[config.mk]
export PLATFORM = sky130hd
export DESIGN_NAME = ram_bist_flat
export DESIGN_NICKNAME = d
export VERILOG_FILES = /design/src/rtl/ram_pkg.sv /design/src/rtl/ram_bist_if.sv /design/src/rtl/ram_bist.sv /design/src/flat_wrapper.sv
export SDC_FILE = /design/constraint.sdc
export NUM_CORES = 1
export LEC_CHECK = 0
export CAP_MARGIN = 20
export CORE_UTILIZATION = 50
export CTS_CLUSTER_SIZE = 25
export DETAILED_ROUTE_END_ITERATION = 10
export PLACE_DENSITY = 0.83
export RECOVER_POWER = 100
export SETUP_SLACK_MARGIN = 0.02
export SLEW_MARGIN = 25
export SYNTH_ARGS = -nofsm -noshare
export SYNTH_HDL_FRONTEND = slang
export SYNTH_SLANG_ARGS = --single-unit
[constraint.sdc]
create_clock -name clk -period 4.4 [get_ports clk]
set_input_delay 0.88 -clock clk [delete_from_list [all_inputs] [get_ports clk]]
set_output_delay 0.88 -clock clk [all_outputs]
set_load 0.01 [all_outputs]
[src/rtl/ram_pkg.sv]
// rtl/ram_pkg.sv - shared defaults, FSM states and test pattern for the RAM BIST
package ram_pkg;

  localparam int DEF_ADDR_SIZE = 10;
  localparam int DEF_WORD_SIZE = 8;
  localparam int DEF_MEM_SIZE  = 1024;

  typedef enum logic [2:0] {
    S_IDLE,
    S_WR_SET,
    S_WR_STB,
    S_RD,
    S_DONE
  } bist_state_e;

  // Callers truncate to their word width; phase 1 is the bitwise complement.
  function automatic logic [31:0] ram_pattern(input logic [31:0] addr, input logic phase);
    logic [31:0] p;
    p = addr << 1;
    return phase ? ~p : p;
  endfunction

endpackage

[src/rtl/ram_bist_if.sv]
// rtl/ram_bist_if.sv - single-port RAM bus between the BIST sequencer and the RAM
interface ram_bist_if #(
  parameter int ADDR_SIZE = 10,
  parameter int WORD_SIZE = 8
);

  logic [ADDR_SIZE-1:0] addr;
  logic [WORD_SIZE-1:0] data_in;
  logic                 wr;
  logic                 cs;
  logic [WORD_SIZE-1:0] data_out;

  modport master (
    output addr,
    output data_in,
    output wr,
    output cs,
    input  data_out
  );

  modport slave (
    input  addr,
    input  data_in,
    input  wr,
    input  cs,
    output data_out
  );

endinterface

[src/rtl/ram_bist.sv]
// rtl/ram_bist.sv - two-pass write/read-back march over a single-port RAM
module ram_bist
  import ram_pkg::*;
#(
  parameter int ADDR_SIZE = DEF_ADDR_SIZE,
  parameter int WORD_SIZE = DEF_WORD_SIZE,
  parameter int MEM_SIZE  = DEF_MEM_SIZE
) (
  input  logic                 clk,
  input  logic                 rst,
  input  logic                 start,
  output logic                 busy,
  output logic                 done,
  output logic                 pass,
  output logic [ADDR_SIZE-1:0] fail_addr,
  output logic [WORD_SIZE-1:0] fail_data,
  output logic                 fail_phase,
  ram_bist_if.master           ram
);

  localparam int CNT_W = ADDR_SIZE + 1;
  localparam logic [CNT_W-1:0] LAST_ADDR = CNT_W'(MEM_SIZE - 1);

  bist_state_e          state_q, state_d;
  logic [CNT_W-1:0]     cnt_q, cnt_d;
  logic                 phase_q, phase_d;
  logic [WORD_SIZE-1:0] data_in_q, data_in_d;
  logic                 wr_q, wr_d;
  logic                 busy_q, busy_d;
  logic                 done_q, done_d;
  logic                 pass_q, pass_d;
  logic [ADDR_SIZE-1:0] fail_addr_q, fail_addr_d;
  logic [WORD_SIZE-1:0] fail_data_q, fail_data_d;
  logic                 fail_phase_q, fail_phase_d;

  logic [WORD_SIZE-1:0] expected;
  logic                 at_last;

  always_comb begin
    state_d      = state_q;
    cnt_d        = cnt_q;
    phase_d      = phase_q;
    data_in_d    = data_in_q;
    wr_d         = wr_q;
    busy_d       = busy_q;
    done_d       = done_q;
    pass_d       = pass_q;
    fail_addr_d  = fail_addr_q;
    fail_data_d  = fail_data_q;
    fail_phase_d = fail_phase_q;
    expected     = WORD_SIZE'(ram_pattern(32'(cnt_q), phase_q));
    at_last      = (cnt_q >= LAST_ADDR);

    case (state_q)
      S_IDLE, S_DONE: begin
        if (start) begin
          state_d      = S_WR_SET;
          cnt_d        = '0;
          phase_d      = 1'b0;
          data_in_d    = WORD_SIZE'(ram_pattern(32'd0, 1'b0));
          wr_d         = 1'b0;
          busy_d       = 1'b1;
          done_d       = 1'b0;
          pass_d       = 1'b0;
          fail_addr_d  = '0;
          fail_data_d  = '0;
          fail_phase_d = 1'b0;
        end
      end
      S_WR_SET: begin
        state_d = S_WR_STB;
        wr_d    = 1'b1;
      end
      S_WR_STB: begin
        // Strobe drops on the same edge the next address is presented.
        wr_d = 1'b0;
        if (!at_last) begin
          state_d   = S_WR_SET;
          cnt_d     = cnt_q + 1'b1;
          data_in_d = WORD_SIZE'(ram_pattern(32'(cnt_q) + 32'd1, phase_q));
        end else begin
          state_d = S_RD;
          cnt_d   = '0;
        end
      end
      S_RD: begin
        if (ram.data_out != expected) begin
          state_d      = S_DONE;
          busy_d       = 1'b0;
          done_d       = 1'b1;
          pass_d       = 1'b0;
          fail_addr_d  = cnt_q[ADDR_SIZE-1:0];
          fail_data_d  = ram.data_out;
          fail_phase_d = phase_q;
        end else if (!at_last) begin
          cnt_d = cnt_q + 1'b1;
        end else if (!phase_q) begin
          state_d   = S_WR_SET;
          phase_d   = 1'b1;
          cnt_d     = '0;
          data_in_d = WORD_SIZE'(ram_pattern(32'd0, 1'b1));
        end else begin
          state_d = S_DONE;
          busy_d  = 1'b0;
          done_d  = 1'b1;
          pass_d  = 1'b1;
        end
      end
      default: begin
        state_d = S_IDLE;
        busy_d  = 1'b0;
        wr_d    = 1'b0;
      end
    endcase
  end

  always_ff @(posedge clk) begin
    if (rst) begin
      state_q      <= S_IDLE;
      cnt_q        <= '0;
      phase_q      <= 1'b0;
      data_in_q    <= '0;
      wr_q         <= 1'b0;
      busy_q       <= 1'b0;
      done_q       <= 1'b0;
      pass_q       <= 1'b0;
      fail_addr_q  <= '0;
      fail_data_q  <= '0;
      fail_phase_q <= 1'b0;
    end else begin
      state_q      <= state_d;
      cnt_q        <= cnt_d;
      phase_q      <= phase_d;
      data_in_q    <= data_in_d;
      wr_q         <= wr_d;
      busy_q       <= busy_d;
      done_q       <= done_d;
      pass_q       <= pass_d;
      fail_addr_q  <= fail_addr_d;
      fail_data_q  <= fail_data_d;
      fail_phase_q <= fail_phase_d;
    end
  end

  assign ram.addr    = cnt_q[ADDR_SIZE-1:0];
  assign ram.data_in = data_in_q;
  assign ram.wr      = wr_q;
  assign ram.cs      = busy_q;

  assign busy       = busy_q;
  assign done       = done_q;
  assign pass       = pass_q;
  assign fail_addr  = fail_addr_q;
  assign fail_data  = fail_data_q;
  assign fail_phase = fail_phase_q;

endmodule

[src/flat_wrapper.sv]
// flat-port wrapper written by rule: the top's interface ports become plain ports
module ram_bist_flat import ram_pkg::*;
#(
  parameter int ADDR_SIZE = DEF_ADDR_SIZE,
  parameter int WORD_SIZE = DEF_WORD_SIZE,
  parameter int MEM_SIZE  = DEF_MEM_SIZE
)
  (clk, rst, start, busy, done, pass, fail_addr, fail_data, fail_phase, ram_addr, ram_data_in, ram_wr, ram_cs, ram_data_out);
  ram_bist_if #(.ADDR_SIZE(ADDR_SIZE), .WORD_SIZE(WORD_SIZE)) ram_i ();
  input  logic clk;
  input  logic rst;
  input  logic start;
  output logic busy;
  output logic done;
  output logic pass;
  output logic [ADDR_SIZE-1:0] fail_addr;
  output logic [WORD_SIZE-1:0] fail_data;
  output logic fail_phase;
  output wire logic [$bits(ram_i.addr)-1:0] ram_addr;
  output wire logic [$bits(ram_i.data_in)-1:0] ram_data_in;
  output wire logic [$bits(ram_i.wr)-1:0] ram_wr;
  output wire logic [$bits(ram_i.cs)-1:0] ram_cs;
  input wire logic [$bits(ram_i.data_out)-1:0] ram_data_out;
  assign ram_addr = ram_i.addr;
  assign ram_data_in = ram_i.data_in;
  assign ram_wr = ram_i.wr;
  assign ram_cs = ram_i.cs;
  assign ram_i.data_out = ram_data_out;
  ram_bist #(.ADDR_SIZE(ADDR_SIZE), .WORD_SIZE(WORD_SIZE), .MEM_SIZE(MEM_SIZE)) u_core (.clk(clk), .rst(rst), .start(start), .busy(busy), .done(done), .pass(pass), .fail_addr(fail_addr), .fail_data(fail_data), .fail_phase(fail_phase), .ram(ram_i));
endmodule
After elaboration in Yosys (flattened, before gate mapping)

Cells that the tools add are included.

Muxes and demuxes: 43
Eq/ne operators: 14
Add/subtract/negate cells: 2
Reduce and logical (&&, ||, !) cells: 13
Div/mod/pow operators: 0
Multipliers: 0
Order comparisons: 1
Bitwise operators: 4
Shifts and indexed selects: 0

Operators with widths:

| kind                                                  | number |
|---|---|
| two-way mux 8 bit                                     | 8 |
| two-way mux 11 bit                                    | 5 |
| case mux 11 bit (3 select lines)                      | 1 |
| case mux 8 bit (3 select lines)                       | 1 |
| two-way mux 10 bit                                    | 2 |
| case mux 10 bit (2 select lines)                      | 1 |
| inverter 8 bit                                        | 2 |
| case mux 8 bit (2 select lines)                       | 1 |
| AND reduction 4 bit                                   | 4 |
| two-way mux 1 bit                                     | 12 |
| two-way mux 3 bit                                     | 4 |
| case mux 3 bit (4 select lines)                       | 1 |
| adder 11 x 1 -> 11 bit, second input constant         | 1 |
| >= comparator 11 x 10 -> 1 bit, second input constant | 1 |
| inequality test 2 bit, second input constant          | 4 |
| inequality test 8 bit                                 | 1 |
| case mux 1 bit (2 select lines)                       | 4 |
| adder 7 x 1 -> 7 bit, second input constant           | 1 |
| equality test 3 x 2 -> 1 bit, second input constant   | 2 |
| inequality test 3 x 1 -> 1 bit, second input constant | 2 |
| case mux 1 bit (3 select lines)                       | 2 |
| AND reduction 6 bit                                   | 1 |
| inequality test 2 x 1 -> 1 bit, second input constant | 2 |
| AND reduction 2 bit                                   | 2 |
| other kinds (10)                                      | 12 |

Output and inout port bits: 42
Input port bits: 11
Memories: 0
Word-level logic and storage cells: 88
Register bits after elaboration: 46
RAM bits: 0
Bits in latches: 0
Bits in read-only memories: 0

Logic depth before layout (Yosys ltp)

Depth after elaboration: 5
Gate-level depth with buffers: 8
Mapped depth without buffers: 7

Least setup slack after synthesis

OpenSTA, ideal clock, no wires.

Kind: input to register
Start point: in ram_data_out[7]
End point: reg u_core.data_in_q[1] (netlist: u_core.ram.data_in[1])
Arrival time: 2.820 ns
Library setup time: 0.087 ns
Required time: 4.313 ns
Slack: 1.493 ns
Stages: 6
Path buffers: 0
Path through: xor2_1 or4_1 o22a_1 or3_4 o311a_4 a221oi_2

Cells in the longest elaborated chain, start to end: 3

RTL lines:

| item                            | line               | source |
|---|---|---|
| start, declared                 | flat_wrapper.sv:23 | `input wire logic [$bits(ram_i.data_out)-1:0] ram_data_out;` |
| inequality test 8 bit           | ram_bist.sv:87     | `if (ram.data_out != expected) begin` |
| inequality test 2 bit (no line) | -                  |  |
| AND reduction 6 bit (no line)   | -                  |  |
| end signal, assigned            | ram_bist.sv:134    | `data_in_q <= data_in_d;` |
| end, declared                   | ram_bist.sv:27     | `logic [WORD_SIZE-1:0] data_in_q, data_in_d;` |

No other way between the ends.
A chain may end at the register's enable or synchronous reset.

Worst setup path after layout

Start point: in ram_data_out[5]
End point: reg u_core.fail_data_q[3] (netlist: u_core.fail_data[3])

Cells in the longest elaborated chain, start to end: 3

RTL lines:

| item                                     | line            | source |
|---|---|---|
| inequality test 8 bit                    | ram_bist.sv:87  |  |
| inequality test 2 x 1 -> 1 bit (no line) | -               |  |
| AND reduction 3 bit (no line)            | -               |  |
| end signal, assigned                     | ram_bist.sv:140 | `fail_data_q <= fail_data_d;` |
| end, declared                            | ram_bist.sv:33  | `logic [WORD_SIZE-1:0] fail_data_q, fail_data_d;` |

No other way between the ends.

==> out/metrics.cfg <==
[outcome]
outcome = finished, final reports clean

[clocking]
tritoncts = built
htree_levels = 2
clkTransAtPathRegs_ns = 0.08
post-cts-setup-buffers = 0
cts_resized = 0
clockBufferDepth = 2
clock_latency_ns = 0.31
cts_hold_buf = 0
clock_sinks = 46
numCtsBuffers = 5
root_buffer = clkbuf_8

[power]
p_per_area_nw_per_um2 = 292
finalPower_uw = 848
ir_drop_mv = 0.203
p_leak_uw = 0.00108

[job]
drv_cap = 0

[drt]
vias = 2292
via_per_inst = 5.92
drcViolationCount = 0
ant_nets = 0
drt_iter0_markers = 205
wirelength_um = 5920
wl_per_cell_um = 15.3
drt_pre_antenna_iters = 4

[cells_and_area]
finalNetCount = 344
diodes = 0
multiInputGateArea_um2 = 1240
seqCellArea_um2 = 921
fin_util_pct = 61.9
fin_area_um2 = 2910
fin_cells = 387
area_delta_synth_final_pct = 19.2
drive_gt1_share_pct = 4.20
nFillCells = 431

[setup_path]
cp-start-kind = input pin
arrival_ns = 3.73
slowest_delay_ns = 0.80
crit_type = in2reg
worstPathMaxFanout = 23
required_ns = 4.64
cp_slowest_cell = clkbuf_1
reg2reg_slack_ns = 1.42
end_kind = flop
cp_cell_sequence = dlygate4sd3_1 > and2b_1 > or4_1 > and2_0 > o31ai_2 > clkbuf_1 > nand3_1 > a21oi_1

[floorplanning]
dieArea_um2 = 5160
io_pins = 53
dieHeight_um = 71.8
die_w_um = 71.8
core_um2 = 4690
initial_core_util_pct = 51.9
std_cell_rows = 25

[sta]
hold_viol = 0
setup_viol = 0
slew_headroom_pct = 30.6
worstMarginPinSlew_ns = 1.04
clock_skew_ns = 0.00792
max_freq_mhz = 286
slew_viol_final = 0
fin_crit_ns = 3.50
setup_tns_ns = 0
grt_setup_unrepaired = false
period_share_pct = 79.5

[synthesis]
netlist_area_um2 = 2440
syn_inst = 305
ys_warn_count = 0
yosysSeqAreaShare_pct = 37.8
avgSynthCellArea_um2 = 7.99
synth_compound_area_share_pct = 20.3
synth_edf_count = 0
synth.net_count = 317
ys.flop_type = dfxtp_1
synth.most_common_cell = dfxtp_1
synth_area_leaders = dfxtp_1 38%, nand2_1 6.8%, a21oi_1 6.4%
synth_xor_area_share_pct = 5.75
muxShareOfSynthArea_pct = 0.411
ys_top_cells_by_count = 46 x dfxtp_1, 44 x nand2_1, 31 x a21oi_1
ys_ff_latch = 46
yosys.area_share.simple_pct = 25.9
yosysTopAreaCell = dfxtp_1
netlist.area_leader.share_pct = 37.8
synthArstFlopShare_pct = 0
synth_top_family_by_area = simple AND/OR/NAND/NOR gates
ys_types = 47
synth_fa_ha_area_share_pct = 0.513

[place]
dp.cells = 379
io_buffer_count = 52
place_hpwl_um = 3980
gp_congestion = 0.851
placed_area_um2 = 2870

[global_route]
grt_first_pass_wirelength_um = 9600
gr-total-overflow = 0
grt_max_degree = 28
antenna_found_initial = 0
global_route.usage.total_pct = 23.7
grt_pass1_vias = 2008

[worst_hold_path]
hp-class = reg2reg

[cell families (layout without fill, tap and decap cells)]
group / Yosys count / after routing
AOI/OAI and AO/OA: 69 / 69
buffers and inverters: 46 / 74
and+or+nand+nor: 126 / 126
xor gates and xnor gates: 16 / 16
DFF: 46 / 46
muxes: 1 / 1
adders and majority gates: 1 / 1
[cell usage in the layout (no fill, tap or decap), types with 3 or more instances in the layout]
cell type and instances:
or3_1 4, nand4_1 4, inv_1 11, a21oi_1 31
dlygate4sd3_1 44, xor2_1 7, o21ai_0 6, dfxtp_1 46
clkbuf_1 4, clkbuf_8 5, nor2b_1 6, clkdlybuf4s50_1 7
and2_1 3, a31oi_1 5, or2_2 4, nand2_1 44
and3_1 3, nor2_1 14, nand3_1 25, nor3_1 4
xnor2_1 9, or4_1 6, a221oi_1 6
[layer usage]
layer | track usage [%] | up-vias | part of all wire [%]
met4 | 10.5 | 0 | 2.1
met2 | 36.5 | 82 | 46
met1 | 32.7 | 1090 | 45
li1 | - | 1111 | -
met3 | 4.08 | 9 | 6.5
met5 | 0 | - | 0
[worst max-delay path: cells and delay by family]
kind / cells / cell delay, ns
simple gates: 4 / 0.99
buf+inv: 2 / 1.41
compound gates: 2 / 0.44
[per-stage QoR]
stage / hold slack [ns] / setup slack [ns]
6_report: 0.456 / 0.902
5_1_grt: 0.485 / 0.732
4_1_cts: 0.462 / 1.07
3_5_place_dp: 0.450 / 0.746
3_3_place_gp: 0.445 / 0.839
2_1_floorplan: 0.435 / 1.49
[cell type report]
| class | count | share of cell area [%] |
|---|---|---|
| tap | 54 | 2.33 |
| clock inverter | 1 | 1.03 |
| clock buffer | 7 | 2.63 |
| inverter | 11 | 1.42 |
| sequential | 46 | 31.7 |
| multi-input combinational | 213 | 42.6 |
| timing repair buffer | 55 | 18.3 |
[sequential cells by signal, summed over array words and instances, names as in the netlist]
register,flops
u_core.cnt_q,11
u_core.fail_addr,10
u_core.fail_data,8
u_core.ram.data_in,8
u_core.state_q,3
u_core.busy,1
u_core.done,1
u_core.fail_phase,1
u_core.pass,1
u_core.phase_q,1
u_core.ram.wr,1
[power breakdown]
group | leakage [uW] | switching, uW | internal, uW
logic | 0.000654 | 58.2 | 41.8
clock network | 0.0000524 | 141 | 170
registers | 0.000373 | 9.93 | 427
total | 0.00108 | 209 | 639
[worst paths after layout]
check                                      endpoint            start  cells past startpoint
worst min-delay path                    u_core.done      u_core.done                      2
worst max register to register  u_core.fail_data[3]  u_core.cnt_q[6]                      7
worst min register to register          u_core.done      u_core.done                      2
worst max-delay path            u_core.fail_data[3]  ram_data_out[5]                      8
Power figures use the tool's default switching activity.
